==> config.mk <==
export PLATFORM = sky130hd
export DESIGN_NAME = gsram_grid
export DESIGN_NICKNAME = d
export VERILOG_FILES = /design/src/rtl/gsram_pkg.sv /design/src/rtl/gsram_seq_ctr.sv /design/src/rtl/gsram_grid.sv
export SDC_FILE = /design/constraint.sdc
export NUM_CORES = 2
export LEC_CHECK = 0
export ABC_AREA = 0
export CORE_AREA = 2 2 454 456
export CTS_CLUSTER_SIZE = 20
export DETAILED_ROUTE_END_ITERATION = 6
export DIE_AREA = 0 0 456 458
export PLACE_DENSITY = 0.46
export SETUP_SLACK_MARGIN = 0.15
export SYNTH_ARGS = -nofsm -noshare
export SYNTH_HDL_FRONTEND = slang
export SYNTH_SLANG_ARGS = --single-unit
==> constraint.sdc <==
create_clock -name clk -period 4.8 [get_ports clk]
set_input_delay 0.96 -clock clk [delete_from_list [all_inputs] [get_ports clk]]
set_output_delay 0.96 -clock clk [all_outputs]
set_load 0.005 [all_outputs]
==> src/rtl/gsram_pkg.sv <==
// Shared definitions for the gsram grid: default geometry, FSM state type
// and an address-width helper.
package gsram_pkg;

    localparam int GSRAM_DATA_W = 16;
    localparam int GSRAM_ROWS   = 10;
    localparam int GSRAM_COLS   = 10;

    typedef enum logic [1:0] {
        ST_IDLE   = 2'd0,
        ST_CLEAR  = 2'd1,
        ST_STREAM = 2'd2
    } gsram_state_e;

    // Bits needed to index n items, never less than one.
    function automatic int min_bits(input int n);
        return (n > 1) ? $clog2(n) : 1;
    endfunction

endpackage

==> src/rtl/gsram_seq_ctr.sv <==
// Row/column sequence counter used by both the zero-fill sweep and the row
// stream. A sweep walks every cell row-major; a row stream walks one row.
// The counter never wraps past its final position.
module gsram_seq_ctr
    import gsram_pkg::*;
#(
    parameter int ROWS = GSRAM_ROWS,
    parameter int COLS = GSRAM_COLS,
    localparam int RW = min_bits(ROWS),
    localparam int CW = min_bits(COLS)
)(
    input  logic          clk,
    input  logic          rst_n,
    input  logic          sweep_start,
    input  logic          row_start,
    input  logic [RW-1:0] start_row,
    input  logic          step,
    output logic [RW-1:0] row,
    output logic [CW-1:0] col,
    output logic          done
);

    logic [RW-1:0] row_reg;
    logic [CW-1:0] col_reg;
    logic          single_reg;
    logic          col_last;
    logic          row_last;

    assign col_last = (col_reg == CW'(COLS - 1));
    assign row_last = (row_reg == RW'(ROWS - 1));
    assign done     = col_last && (single_reg || row_last);
    assign row      = row_reg;
    assign col      = col_reg;

    // Position register: load on start, advance on step until done.
    always_ff @(posedge clk or negedge rst_n) begin
        if (!rst_n) begin
            row_reg    <= '0;
            col_reg    <= '0;
            single_reg <= 1'b0;
        end else if (sweep_start) begin
            row_reg    <= '0;
            col_reg    <= '0;
            single_reg <= 1'b0;
        end else if (row_start) begin
            row_reg    <= start_row;
            col_reg    <= '0;
            single_reg <= 1'b1;
        end else if (step && !done) begin
            if (col_last) begin
                col_reg <= '0;
                row_reg <= row_reg + 1'b1;
            end else begin
                col_reg <= col_reg + 1'b1;
            end
        end
    end

endmodule

==> src/rtl/gsram_grid.sv <==
// ROWS x COLS grid memory with single-cell write/read, a zero-fill sweep and
// a row-stream mode. Reset starts an automatic sweep so the array is zeroed
// before the block accepts requests.
module gsram_grid
    import gsram_pkg::*;
#(
    parameter int DATA_W = GSRAM_DATA_W,
    parameter int ROWS   = GSRAM_ROWS,
    parameter int COLS   = GSRAM_COLS,
    localparam int RW = min_bits(ROWS),
    localparam int CW = min_bits(COLS)
)(
    input  logic              clk,
    input  logic              rst_n,
    input  logic              we,
    input  logic              re,
    input  logic [RW-1:0]     row,
    input  logic [CW-1:0]     col,
    input  logic              inmuxsel,
    input  logic [DATA_W-1:0] m2result,
    input  logic [DATA_W-1:0] lutdata,
    input  logic              clr,
    input  logic              strm,
    output logic [DATA_W-1:0] rdata,
    output logic              rvalid,
    output logic              rlast,
    output logic              busy,
    output logic              addr_err
);

    localparam int DEPTH = ROWS * COLS;
    localparam int AW    = min_bits(DEPTH);

    // Row-major storage, deliberately without reset.
    logic [DATA_W-1:0] mem [DEPTH];

    gsram_state_e state_reg, state_next;

    logic [RW-1:0]     ctr_row;
    logic [CW-1:0]     ctr_col;
    logic              ctr_done;
    logic              sweep_start;
    logic              row_start;
    logic              ctr_step;

    logic              req_row_ok;
    logic              req_col_ok;
    logic [AW-1:0]     req_idx;
    logic [AW-1:0]     ctr_idx;
    logic [DATA_W-1:0] wdata_sel;

    logic              mem_we;
    logic [AW-1:0]     mem_waddr;
    logic [DATA_W-1:0] mem_wdata;
    logic              rd_en;
    logic              rd_oor;
    logic [AW-1:0]     rd_addr;
    logic              rlast_next;
    logic              err_next;

    logic [DATA_W-1:0] rdata_reg;
    logic              rvalid_reg;
    logic              rlast_reg;
    logic              addr_err_reg;

    assign req_row_ok = (int'(row) < ROWS);
    assign req_col_ok = (int'(col) < COLS);
    assign req_idx    = AW'(row) * AW'(COLS) + AW'(col);
    assign ctr_idx    = AW'(ctr_row) * AW'(COLS) + AW'(ctr_col);
    assign wdata_sel  = inmuxsel ? lutdata : m2result;

    assign rdata    = rdata_reg;
    assign rvalid   = rvalid_reg;
    assign rlast    = rlast_reg;
    assign addr_err = addr_err_reg;
    assign busy     = (state_reg != ST_IDLE);

    gsram_seq_ctr #(
        .ROWS (ROWS),
        .COLS (COLS)
    ) u_seq_ctr (
        .clk         (clk),
        .rst_n       (rst_n),
        .sweep_start (sweep_start),
        .row_start   (row_start),
        .start_row   (row),
        .step        (ctr_step),
        .row         (ctr_row),
        .col         (ctr_col),
        .done        (ctr_done)
    );

    // State register; reset lands in CLEAR so the array is always zeroed.
    always_ff @(posedge clk or negedge rst_n) begin
        if (!rst_n) begin
            state_reg <= ST_CLEAR;
        end else begin
            state_reg <= state_next;
        end
    end

    // Next-state and datapath control: one request acts per idle cycle.
    always_comb begin
        state_next  = state_reg;
        sweep_start = 1'b0;
        row_start   = 1'b0;
        ctr_step    = 1'b0;
        mem_we      = 1'b0;
        mem_waddr   = req_idx;
        mem_wdata   = wdata_sel;
        rd_en       = 1'b0;
        rd_oor      = 1'b0;
        rd_addr     = req_idx;
        rlast_next  = 1'b0;
        err_next    = 1'b0;
        unique case (state_reg)
            ST_IDLE: begin
                if (clr) begin
                    state_next  = ST_CLEAR;
                    sweep_start = 1'b1;
                end else if (strm) begin
                    if (req_row_ok) begin
                        state_next = ST_STREAM;
                        row_start  = 1'b1;
                    end else begin
                        err_next = 1'b1;
                    end
                end else if (we) begin
                    if (req_row_ok && req_col_ok) begin
                        mem_we = 1'b1;
                    end else begin
                        err_next = 1'b1;
                    end
                end else if (re) begin
                    if (req_row_ok && req_col_ok) begin
                        rd_en = 1'b1;
                    end else begin
                        rd_oor   = 1'b1;
                        err_next = 1'b1;
                    end
                end
            end
            ST_CLEAR: begin
                mem_we    = 1'b1;
                mem_waddr = ctr_idx;
                mem_wdata = '0;
                ctr_step  = 1'b1;
                if (ctr_done) begin
                    state_next = ST_IDLE;
                end
            end
            ST_STREAM: begin
                rd_en      = 1'b1;
                rd_addr    = ctr_idx;
                rlast_next = ctr_done;
                ctr_step   = 1'b1;
                if (ctr_done) begin
                    state_next = ST_IDLE;
                end
            end
            default: begin
                state_next = ST_CLEAR;
            end
        endcase
    end

    // Array write port (single-cell writes and sweep zero-fill).
    always_ff @(posedge clk) begin
        if (mem_we) begin
            mem[mem_waddr] <= mem_wdata;
        end
    end

    // Registered read/status outputs; rdata holds between valid beats.
    always_ff @(posedge clk or negedge rst_n) begin
        if (!rst_n) begin
            rdata_reg    <= '0;
            rvalid_reg   <= 1'b0;
            rlast_reg    <= 1'b0;
            addr_err_reg <= 1'b0;
        end else begin
            rvalid_reg   <= rd_en | rd_oor;
            rlast_reg    <= rlast_next;
            addr_err_reg <= err_next;
            if (rd_en) begin
                rdata_reg <= mem[rd_addr];
            end else if (rd_oor) begin
                rdata_reg <= '0;
            end
        end
    end

endmodule

==> results.py <==
metrics = {
    "floorplanning": {
        "die_w_um": 456,
        "rows": 166,
        "start_util_pct": 31.9,
        "io_pins": 67,
        "core_area_mm2": 0.204,
        "dieHeight_um": 458,
        "dieArea_mm2": 0.209,
    },
    "yosys": {
        "synth_top_cell_area_share_pct": 73.8,
        "yosysWarnings": 0,
        "synth_edf_count": 1600,
        "synthCells": 4878,
        "synth_nets": 4950,
        "synth_area_leaders": "edfxtp_1 (74%), nand2_1 (8.2%), nand3_1 (4.5%)",
        "yosysTopAreaCell": "edfxtp_1",
        "syn_area_mm2": 0.0651,
        "ys_ff_latch": 1630,
        "synth_ff_type": "edfxtp_1",
        "synth.distinct_cells": 58,
        "avgSynthCellArea_um2": 13.3,
        "synth_most_common_cell": "edfxtp_1",
        "async_reset_ff_share_pct": 1.84,
        "synth-seq-area-share_pct": 75.0,
        "synth_common_cells": "edfxtp_1 (1600), nand2_1 (1426), nand3_1 (591), buf_2 (140)",
    },
    "timing": {
        "worst_slew_pin_slew_ps": 1010,
        "fin_ws_ps": 145,
        "relSlewSlack_pct": 32.2,
        "finalSetupViolCount": 0,
        "hold_viol": 0,
        "worst_clock_skew_ps": 53.2,
        "layout_min_cycle_time_ps": 4650,
        "grt_setup_unrepaired": "no",
        "fin_crit_sh_pct": 97.0,
        "finalMaxSlewViolations": 0,
        "fmax_mhz": 215,
    },
    "critical_path": {
        "cp_data_required_time_ps": 5470,
        "crit_family": "buffers and inverters",
        "crit_top_cell": "buf_4",
        "critical_path_class": "input pin to register",
        "critPathSlowestCell": "nor3_1",
        "cp-end-kind": "register",
        "cp_cell_sequence": "clkdlybuf4s50_1 -> ha_1 -> ha_1 -> inv_1 -> fa_1 -> nor2b_1 -> a21boi_0 -> xnor2_1 -> buf_4 -> mux2i_1 -> buf_4 -> nand2b_1 -> buf_12 -> buf_4 -> nor3_1 -> o31ai_1",
        "cp_max_fo": 11,
        "cpPeakStageDelay_ps": 820,
        "startpoint_type": "input pin",
        "path_buf_inv": 6,
        "arrival_ps": 5320,
    },
    "cts": {
        "clock_tree.buffer_depth": 3,
        "cts_tree": "built",
        "cts_made_buffers": 174,
        "clk_pin_slew_worst_paths_ps": 60,
        "worstSkewPairLatency_ps": 840,
        "cts.htree.levels": 4,
        "clock-sinks": 1630,
        "cts-root-buf": "clkbuf_16",
        "cts_hold_buffers": 0,
    },
    "power": {
        "leakage_nw": 27.1,
        "irDropWorstVdd_v": 0.000287,
        "power_mw": 32.2,
        "p_per_area_mw_per_mm2": 408,
    },
    "final_layout": {
        "area_growth_pct": 21.3,
        "fillers": 19100,
        "largest_reg_flops": 1600,
        "multi_input_area_mm2": 0.0152,
        "seqCellArea_mm2": 0.0488,
        "nets": 5333,
        "drive_gt1_share_pct": 14.9,
    },
    "grt": {
        "grt_pass1_wl_um": 301000,
        "grt_pass1_vias": 40100,
        "antenna_found_initial": 12,
        "grt_max_degree": 101,
        "grt-ovfl-total": 0,
        "grt_util_all_layers_pct": 19.9,
    },
    "hold_path": {
        "hold_class": "input pin to async pin",
    },
    "placement": {
        "place_ws_ps": -848,
        "hpwl_um": 133000,
        "routabilityCongestion": 0.887,
        "port_buffers": 66,
    },
    "route": {
        "firstDrtPassIters": 6,
        "vias": 41500,
        "post-route-drc-count": 0,
        "wl_um": 211000,
        "viasPerCell": 5.13,
        "avgRoutedWirePerCell_um": 26.0,
        "ant_nets": 0,
        "drt_iter0_markers": 3943,
    },
    "run_status": {
        "status": "completed",
    },
    "flow_run": {
        "drv_cap": 0,
    },
}
worst reg2reg max path, stage by stage, from the launching register on:
cell	delay, ps
dfrtp_1	490
ha_1	330
ha_1	130
inv_1	50
fa_1	540
nor2b_1	70
a21boi_0	130
xnor2_1	560
mux2i_1	150
buf_4	180
nand2b_1	230
buf_12	200
buf_4	150
nor3_1	820
o31ai_1	200
area by class of cell:
type,instances,area share (%)
timing repair buffer,503,7.51
clock inverter,103,1.25
sequential,1630,61.8
multi-input combinational,2936,19.3
inverter,16,0.0761
clock buffer,217,5.81
tap,2688,4.26
antenna,2,0.00634
cell usage in the layout, fill, tap and decap left out, drive strengths merged, types with 5 or more instances in the layout:
cell,count
ha,21
o221ai,37
edfxtp,1600
a311oi,38
nand3b,5
nor4,17
clkdlybuf4s50,65
mux2i,137
nand4,122
bufinv,13
inv,22
nor3,50
clkbuf,217
nor2,134
o41ai,9
nand3,591
o31ai,8
nand2b,7
dfrtp,29
buf,438
o21ai,36
nand2,1427
mux2,6
a32oi,10
mux4,5
clkinv,81
o22ai,79
and3,40
o32ai,5
a31oi,31
a21oi,69
path summary, 6_finish.rpt:
check,startpoint,to,slack [ps],depth (start not counted)
max in group asynchronous,rst_n,rdata[3],3870,1
min reg2reg,u_seq_ctr.single_reg,u_seq_ctr.single_reg,520,2
min,rst_n,addr_err,260,1
max reg2reg,u_seq_ctr.row[1],rdata[0],410,14
max,row[1],rdata[0],150,16
min in group clk,u_seq_ctr.single_reg,u_seq_ctr.single_reg,520,2
per-layer routing:
layer | wire length [um] | up-vias | global-route usage [%]
met5 | 19 | - | 0
met4 | 6250 | 2 | 6.20
met3 | 10900 | 258 | 2.58
met2 | 100000 | 1175 | 32.3
met1 | 93600 | 21200 | 27.8
li1 | - | 18800 | -
power by group:
group          switching [mW]  internal, mW
Sequential             0.0218          15.4
Combinational            2.37          1.17
Clock                    5.72          7.52
logic make-up (layout without fill, tap and decap cells):
family,Yosys count,in the layout,synth area share (%)
flops,1630,1630,75.0
fa+ha+maj,25,25,0.527
mux,148,148,2.42
compound gates,352,352,3.75
simple gates,2403,2403,15.9
buf+inv,312,839,2.33
xor+xnor,8,8,0.108
other cells,0,2,0
what timing repair did:
| action | CTS | global route |
|---|---|---|
| buffers inserted | 0 | 0 |
| setup endpoints to repair | 2 | 2 |
| resized for setup | 2 | 2 |
through the flow:
| step | std cells | setup TNS [ps] | instance area, um^2 | util [%] | hold slack [ps] |
|---|---|---|---|---|---|
| floorplan | 4878 | 0 | 65100 | - | 448 |
| global placement | 7773 | -62090 | 73300 | 36.0 | 469 |
| detailed placement | 7773 | -47790 | 73300 | 36.0 | 501 |
| CTS | 8093 | 0 | 78900 | 38.7 | 240 |
| global route | 8093 | 0 | 78900 | 38.7 | 291 |
| finish | 8095 | 0 | 78900 | 38.7 | 263 |
Note: power is estimated with default switching activity, not from simulation.
